## src/rtl/demux_pkg.sv

```systemverilog
// Shared constants and helpers for the stream_demux_1xn block.
package demux_pkg;

    // Width of the optional beat/drop counters.
    localparam int unsigned DEMUX_CNT_W = 16;

    // Default data width of a beat.
    localparam int unsigned DEMUX_DEFAULT_N = 2;

    // Bit offset of channel k inside a flattened NUM_OUT*N bus.
    function automatic int unsigned slice_off(input int unsigned k, input int unsigned n);
        return k * n;
    endfunction

endpackage

```

## src/rtl/stream_demux_1xn_if.sv

```systemverilog
// Stream bus of the 1-to-NUM_OUT demultiplexer: one input channel and NUM_OUT
// flattened output channels. The slave modport is the demux view; the master
// modport is the producer/consumer view.
interface stream_demux_1xn_if
    import demux_pkg::*;
#(
    parameter int unsigned N       = DEMUX_DEFAULT_N,
    parameter int unsigned NUM_OUT = 4,
    parameter int unsigned SEL_W   = $clog2(NUM_OUT)
) ();

    logic [N-1:0]         in_data;
    logic [SEL_W-1:0]     in_sel;
    logic                 in_valid;
    logic                 in_ready;
    logic [NUM_OUT*N-1:0] out_data;
    logic [NUM_OUT-1:0]   out_valid;
    logic [NUM_OUT-1:0]   out_ready;
    logic                 drop_err;

    modport slave (
        input  in_data, in_sel, in_valid, out_ready,
        output in_ready, out_data, out_valid, drop_err
    );

    modport master (
        output in_data, in_sel, in_valid, out_ready,
        input  in_ready, out_data, out_valid, drop_err
    );

endinterface

```

## src/rtl/demux_slot.sv

```systemverilog
// One-entry holding register for a single output channel of the demux.
module demux_slot #(
    parameter int unsigned N = 2
) (
    input  logic         clk,
    input  logic         rst_n,
    input  logic         load,
    input  logic [N-1:0] data_in,
    input  logic         drain_ready,
    output logic         valid,
    output logic [N-1:0] data_out,
    output logic         can_load
);

    logic         valid_q, valid_d;
    logic [N-1:0] data_q, data_d;

    // Next state: a load wins over a drain so drain+load keeps the slot full.
    always_comb begin
        valid_d = valid_q;
        data_d  = data_q;
        if (load) begin
            valid_d = 1'b1;
            data_d  = data_in;
        end else if (drain_ready) begin
            valid_d = 1'b0;
        end
    end

    // Slot state register; data is kept (not cleared) when the slot empties.
    always_ff @(posedge clk or negedge rst_n) begin
        if (!rst_n) begin
            valid_q <= 1'b0;
            data_q  <= '0;
        end else begin
            valid_q <= valid_d;
            data_q  <= data_d;
        end
    end

    assign valid    = valid_q;
    assign data_out = data_q;
    assign can_load = !valid_q | drain_ready;

endmodule

```

## src/rtl/stream_demux_1xn.sv

```systemverilog
// Registered 1-to-NUM_OUT stream demultiplexer. Each channel owns a one-entry
// slot so a stalled consumer only blocks beats addressed to it. Beats with an
// out-of-range select are accepted and dropped with a one-cycle drop_err pulse.
// Optional feature macro: DEMUX_BEAT_CNT_EN adds per-channel drained-beat
// counters (wrapping) and a saturating drop counter.
module stream_demux_1xn
    import demux_pkg::*;
#(
    parameter int unsigned N       = DEMUX_DEFAULT_N,
    parameter int unsigned NUM_OUT = 4,
    parameter int unsigned SEL_W   = $clog2(NUM_OUT)
) (
    input  logic                          clk,
    input  logic                          rst_n,
    stream_demux_1xn_if.slave             bus
`ifdef DEMUX_BEAT_CNT_EN
    ,
    output logic [NUM_OUT*DEMUX_CNT_W-1:0] beat_cnt,
    output logic [DEMUX_CNT_W-1:0]         drop_cnt
`endif
);

    logic [SEL_W-1:0]     sel;
    logic [31:0]          sel_ext;
    logic                 in_range;
    logic                 ready;
    logic                 accept;
    logic [NUM_OUT-1:0]   load;
    logic [NUM_OUT-1:0]   can_load;
    logic [NUM_OUT-1:0]   valid;
    logic [N-1:0]         slot_data [NUM_OUT];
    logic [NUM_OUT*N-1:0] out_data_flat;
    logic                 drop_q;

    assign sel      = bus.in_sel;
    assign sel_ext  = 32'(sel);
    assign in_range = sel_ext < NUM_OUT;
    assign accept   = bus.in_valid & ready;

    // in_ready follows the addressed slot; out-of-range beats are always taken.
    always_comb begin
        ready = 1'b1;
        if (in_range) begin
            for (int k = 0; k < NUM_OUT; k++) begin
                if (sel_ext == 32'(k)) begin
                    ready = can_load[k];
                end
            end
        end
    end

    // Select decode: at most one slot loads per cycle.
    always_comb begin
        load = '0;
        for (int k = 0; k < NUM_OUT; k++) begin
            load[k] = accept & (sel_ext == 32'(k));
        end
    end

    for (genvar g = 0; g < NUM_OUT; g++) begin : gen_slot
        demux_slot #(
            .N (N)
        ) u_slot (
            .clk         (clk),
            .rst_n       (rst_n),
            .load        (load[g]),
            .data_in     (bus.in_data),
            .drain_ready (bus.out_ready[g]),
            .valid       (valid[g]),
            .data_out    (slot_data[g]),
            .can_load    (can_load[g])
        );
    end

    // Flatten slot contents onto the output data bus.
    always_comb begin
        out_data_flat = '0;
        for (int k = 0; k < NUM_OUT; k++) begin
            out_data_flat[slice_off(k, N) +: N] = slot_data[k];
        end
    end

    // Drop pulse: registered so it appears in the cycle after acceptance.
    always_ff @(posedge clk or negedge rst_n) begin
        if (!rst_n) begin
            drop_q <= 1'b0;
        end else begin
            drop_q <= accept & ~in_range;
        end
    end

    assign bus.in_ready  = ready;
    assign bus.out_data  = out_data_flat;
    assign bus.out_valid = valid;
    assign bus.drop_err  = drop_q;

`ifdef DEMUX_BEAT_CNT_EN
    logic [DEMUX_CNT_W-1:0] beat_cnt_q [NUM_OUT];
    logic [DEMUX_CNT_W-1:0] drop_cnt_q;

    // Per-channel drained-beat counters, wrapping at full scale.
    always_ff @(posedge clk or negedge rst_n) begin
        if (!rst_n) begin
            for (int k = 0; k < NUM_OUT; k++) begin
                beat_cnt_q[k] <= '0;
            end
        end else begin
            for (int k = 0; k < NUM_OUT; k++) begin
                if (valid[k] & bus.out_ready[k]) begin
                    beat_cnt_q[k] <= beat_cnt_q[k] + 1'b1;
                end
            end
        end
    end

    // Drop counter counts drop_err pulses and saturates.
    always_ff @(posedge clk or negedge rst_n) begin
        if (!rst_n) begin
            drop_cnt_q <= '0;
        end else if (drop_q && (drop_cnt_q != '1)) begin
            drop_cnt_q <= drop_cnt_q + 1'b1;
        end
    end

    // Pack counters onto the flat output.
    always_comb begin
        beat_cnt = '0;
        for (int k = 0; k < NUM_OUT; k++) begin
            beat_cnt[slice_off(k, DEMUX_CNT_W) +: DEMUX_CNT_W] = beat_cnt_q[k];
        end
    end

    assign drop_cnt = drop_cnt_q;
`endif

endmodule

```

## src/flat_wrapper.sv

```systemverilog
// flat-port wrapper written by rule: the top's interface ports become plain ports
module stream_demux_1xn_flat import demux_pkg::*;
#(
    parameter int unsigned N       = DEMUX_DEFAULT_N,
    parameter int unsigned NUM_OUT = 4,
    parameter int unsigned SEL_W   = $clog2(NUM_OUT)
)
  (clk, rst_n, bus_in_data, bus_in_sel, bus_in_valid, bus_out_ready, bus_in_ready, bus_out_data, bus_out_valid, bus_drop_err);
  stream_demux_1xn_if #(.N(N), .NUM_OUT(NUM_OUT), .SEL_W(SEL_W)) bus_i ();
  input  logic clk;
  input  logic rst_n;
  input wire logic [$bits(bus_i.in_data)-1:0] bus_in_data;
  input wire logic [$bits(bus_i.in_sel)-1:0] bus_in_sel;
  input wire logic [$bits(bus_i.in_valid)-1:0] bus_in_valid;
  input wire logic [$bits(bus_i.out_ready)-1:0] bus_out_ready;
  output wire logic [$bits(bus_i.in_ready)-1:0] bus_in_ready;
  output wire logic [$bits(bus_i.out_data)-1:0] bus_out_data;
  output wire logic [$bits(bus_i.out_valid)-1:0] bus_out_valid;
  output wire logic [$bits(bus_i.drop_err)-1:0] bus_drop_err;
  assign bus_i.in_data = bus_in_data;
  assign bus_i.in_sel = bus_in_sel;
  assign bus_i.in_valid = bus_in_valid;
  assign bus_i.out_ready = bus_out_ready;
  assign bus_in_ready = bus_i.in_ready;
  assign bus_out_data = bus_i.out_data;
  assign bus_out_valid = bus_i.out_valid;
  assign bus_drop_err = bus_i.drop_err;
  stream_demux_1xn #(.N(N), .NUM_OUT(NUM_OUT), .SEL_W(SEL_W)) u_core (.clk(clk), .rst_n(rst_n), .bus(bus_i));
endmodule
```

## config.mk

```make
export PLATFORM = sky130hd
export DESIGN_NAME = stream_demux_1xn_flat
export DESIGN_NICKNAME = d
export VERILOG_FILES = /design/src/rtl/demux_pkg.sv /design/src/rtl/stream_demux_1xn_if.sv /design/src/rtl/demux_slot.sv /design/src/rtl/stream_demux_1xn.sv /design/src/flat_wrapper.sv
export SDC_FILE = /design/constraint.sdc
export NUM_CORES = 1
export LEC_CHECK = 0
export ABC_AREA = 1
export BUFFER_PORTS_ARGS = -buffer_cell sky130_fd_sc_hd__buf_4
export CORE_MARGIN = 3
export CORE_UTILIZATION = 30
export CTS_BUF_LIST = sky130_fd_sc_hd__clkbuf_8
export DETAILED_ROUTE_END_ITERATION = 6
export GPL_TIMING_DRIVEN = 0
export MAX_ROUTING_LAYER = met4
export PLACE_DENSITY = 0.59
export SLEW_MARGIN = 20
export SYNTH_ARGS = -nofsm -noshare
export SYNTH_HDL_FRONTEND = slang
export SYNTH_SLANG_ARGS = --single-unit
export TNS_END_PERCENT = 5
```

## constraint.sdc

```tcl
create_clock -name clk -period 1.4 [get_ports clk]
set_clock_uncertainty 0.2 [all_clocks]
set_input_delay 0.21 -clock clk [delete_from_list [all_inputs] [get_ports clk]]
set_output_delay 0.21 -clock clk [all_outputs]
set_load 0.02 [all_outputs]
```

==> flow_metrics.env <==
export IMPL_grt_pass1_wl_um=2770
export IMPL_cp_required_ns=0.99
export IMPL_violations="negative setup slack"
export IMPL_synth_area_leaders="dfrtp_1 47%, nand2_1 13%, nand4_1 12%, buf_4 5.8%, inv_1 5.8%"
export IMPL_setup_ws_ns=-0.123
export IMPL_syn_avg_cell_area_um2=7.87
export IMPL_final_core_util_pct=48.7
export IMPL_grtUsageTotal_pct=14.0
export IMPL_cts_root_buffer="clkbuf_8"
export IMPL_use_met3_pct=2.85
export IMPL_synth_top_cell_area_share_pct=46.5
export IMPL_area_growth_pct=51.0
export IMPL_rr_worst_depth=7
export IMPL_grt_max_degree=13
export IMPL_dr_pass1_iters=4
export IMPL_rsz0062_at_grt="yes"
export IMPL_cpPeakStageDelay_ns=0.39
export IMPL_io_pins=25
export IMPL_portBuffers=23
export IMPL_multiInputGateArea_um2=273
export IMPL_grt_pass1_vias=645
export IMPL_max_freq_mhz=657
export IMPL_reg2reg_from="u_core.gen_slot[2].u_slot.valid"
export IMPL_drc=0
export IMPL_synth_cells=82
export IMPL_via_count=641
export IMPL_cts_tree="done"
export IMPL_fin_crit_sh_pct=109
export IMPL_ir_worst_vdd_mv=0.491
export IMPL_synth_fp_nets=93
export IMPL_busiest_layer="met2"
export IMPL_rows=16
export IMPL_power_density_mw_per_mm2=1130
export IMPL_hold_viol=0
export IMPL_critPathLaunchType="flip-flop"
export IMPL_cts_buffers=3
export IMPL_startpoint="u_core.gen_slot[0].u_slot.valid"
export IMPL_seq_power_share_pct=39.7
export IMPL_hpwl_um=1150
export IMPL_slew_viol_final=0
export IMPL_dpl_worst_slack_ns=-0.0955
export IMPL_path_cells="inv_2 > nor2_1 > nand2_2 > nand3_2 > nor2_4 > buf_6"
export IMPL_clock_sinks=12
export IMPL_start_util_pct=32.2
export IMPL_regToRegEndpoint="u_core.gen_slot[1].u_slot.data_out[1]"
export IMPL_ys_seq_area_share_pct=46.5
export IMPL_drive_above_1_share_pct=40.0
export IMPL_n_fill_cell=204
export IMPL_met2_usage_pct=22.3
export IMPL_gp_congestion=0.823
export IMPL_worst_path_buf_inv=2
export IMPL_setup_violations=6
export IMPL_ys_ff_latch=12
export IMPL_yosysWarnings=0
export IMPL_dieArea_mm2=0.00274
export IMPL_yosys_area_top_type="dfrtp_1"
export IMPL_nets=128
export IMPL_grt_use_met1_pct=16.8
export IMPL_slowest_stage="dfrtp_1"
export IMPL_die_h_um=52.4
export IMPL_crit_path_end_kind="output port"
export IMPL_cts_buffer_depth=2
export IMPL_overflow=0
export IMPL_worstSkewPairLatency_ns=0.23
export IMPL_diodes=0
export IMPL_hold_depth=3
export IMPL_status="finished with violations"
export IMPL_cts_htree_levels=1
export IMPL_core_mm2=0.00200
export IMPL_clockPowerShare_pct=27.9
export IMPL_clkSlewWorstSetupHoldPaths_ns=0.05
export IMPL_initialDrtViolationCount=9
export IMPL_wirelength_um=1510
export IMPL_hp_class="in2reg"
export IMPL_worst_ep_arrival_time_ns=1.11
export IMPL_cpLargestDelayFamily="flip-flops"
export IMPL_ant_nets=0
export IMPL_crit_fanout=3
export IMPL_min_to="u_core.gen_slot[0].u_slot.data_out[1]"
export IMPL_p_sw_mw=0.342
export IMPL_regArea_um2=300
export IMPL_setup_worst_path_class="reg2out"
export IMPL_die_w_um=52.4
export IMPL_antenna_found_initial=0
export IMPL_synth_area_um2=646
export IMPL_leakage_nw=0.541
export IMPL_min_delay_start="bus_in_data[1]"
export IMPL_drt_wirelength_per_cell_um=10.6
export IMPL_internal_power_mw=0.759
export IMPL_yosysUniqueCellTypes=15
export IMPL_reg2reg_slack_ns=-0.03
export IMPL_viasPerCell=4.51
export IMPL_layout_min_cycle_time_ns=1.52
export IMPL_switching_share_pct=31.1
export IMPL_maxCapViolations=0
export IMPL_combPwrFrac_pct=32.4
## cells in the final DEF, fill, tap and decap left out
cell	synthesis	routed
dlygate4sd3_1	0	4
dfrtp_1	12	12
inv_2	0	2
clkbuf_8	0	3
nor2_1	7	5
nand4_1	12	12
nand2_2	1	2
nand3b_1	1	1
nand3_1	1	1
buf_4	5	28
conb_1	1	1
buf_2	1	1
buf_6	0	3
inv_1	10	8
nor2_4	1	1
o21ai_0	3	2
nand2_1	23	22
nor2_2	3	5
nand3_2	1	1
o21ai_1	0	1
## how the worst max path moves through the flow
stage | end | slack [ns] | cells after the start
after floorplan | u_core.gen_slot[3].u_slot.data_out[0] | 0.10 | 7
after global placement | bus_in_ready | -0.05 | 7
after detailed placement | bus_in_ready | -0.1 | 7
after CTS | bus_in_ready | -0.17 | 6
after global routing | bus_in_ready | -0.19 | 6
final | bus_in_ready | -0.12 | 6
## cell usage after synthesis
library cell	instances
buf_4	5
nor2_1	7
buf_2	1
nand3_1	1
inv_1	10
nand4_1	12
nor2_4	1
conb_1	1
dfrtp_1	12
o21ai_0	3
nand3_2	1
nand2_2	1
nor2_2	3
nand3b_1	1
nand2_1	23
## area by class of cell
class,instances,share of cell area [%]
tap,27,3.47
timing repair buffer,30,25.3
inverter,10,3.85
sequential,12,30.8
buffer,6,4.36
clock buffer,3,4.24
multi-input combinational,54,28.0
## state kept, by name (all words and copies together), names as in the netlist
signal	flops
u_core.gen_slot.u_slot.valid	4
u_core.gen_slot.u_slot.data_out	8
## cell families after synthesis
kind of cell    Yosys count  share of synthesized area (%)
flops                    12                           46.5
compound gates            3                           2.32
simple gates             50                           38.2
other cells               1                          0.581
buf+inv                  16                           12.4
## worst reg2reg max path, stage by stage, from the launching register on
cell	delay, ns
dfrtp_1	0.38
buf_4	0.14
nand3_1	0.07
nand2_1	0.06
nor2_2	0.13
nand4_1	0.17
nand2_1	0.10
nand2_1	0.07
## power by group through the flow
stage / combinational, mW / sequential, mW / clock [mW]
2_1_floorplan: 0.117 / 0.504 / 0
3_5_place_dp: 0.334 / 0.445 / 0
5_1_grt: 0.395 / 0.447 / 0.343
4_1_cts: 0.359 / 0.438 / 0.317
6_report: 0.357 / 0.437 / 0.307
3_3_place_gp: 0.330 / 0.443 / 0
## per-layer routing
metal	vias to the layer above	part of all wire, %
li1	327	-
met5	-	0
met1	296	43
met3	2	4.3
met4	0	1.5
met2	16	51
## through the flow
stage | std cells | hold WS, ns | total power [mW] | cell area, um2 | setup TNS [ns]
floorplan | 82 | -0.286 | 0.621 | 646 | 0
global placement | 132 | -0.141 | 0.773 | 852 | -0.0529
detailed placement | 132 | -0.137 | 0.779 | 852 | -0.0955
CTS | 142 | 0.0496 | 1.11 | 967 | -0.217
global route | 142 | 0.0735 | 1.18 | 975 | -1.51
finish | 142 | 0.0503 | 1.10 | 975 | -0.183
## repair_timing
item / CTS / global route
gates resized for setup: 3 / 6
pin swaps: 2 / 2
endpoints found under the setup margin: 2 / 14
hold endpoints to repair: 15 / 0
setup buffers: 3 / 0
hold buffers: 4 / 0
(Power assumes the default switching activity.)
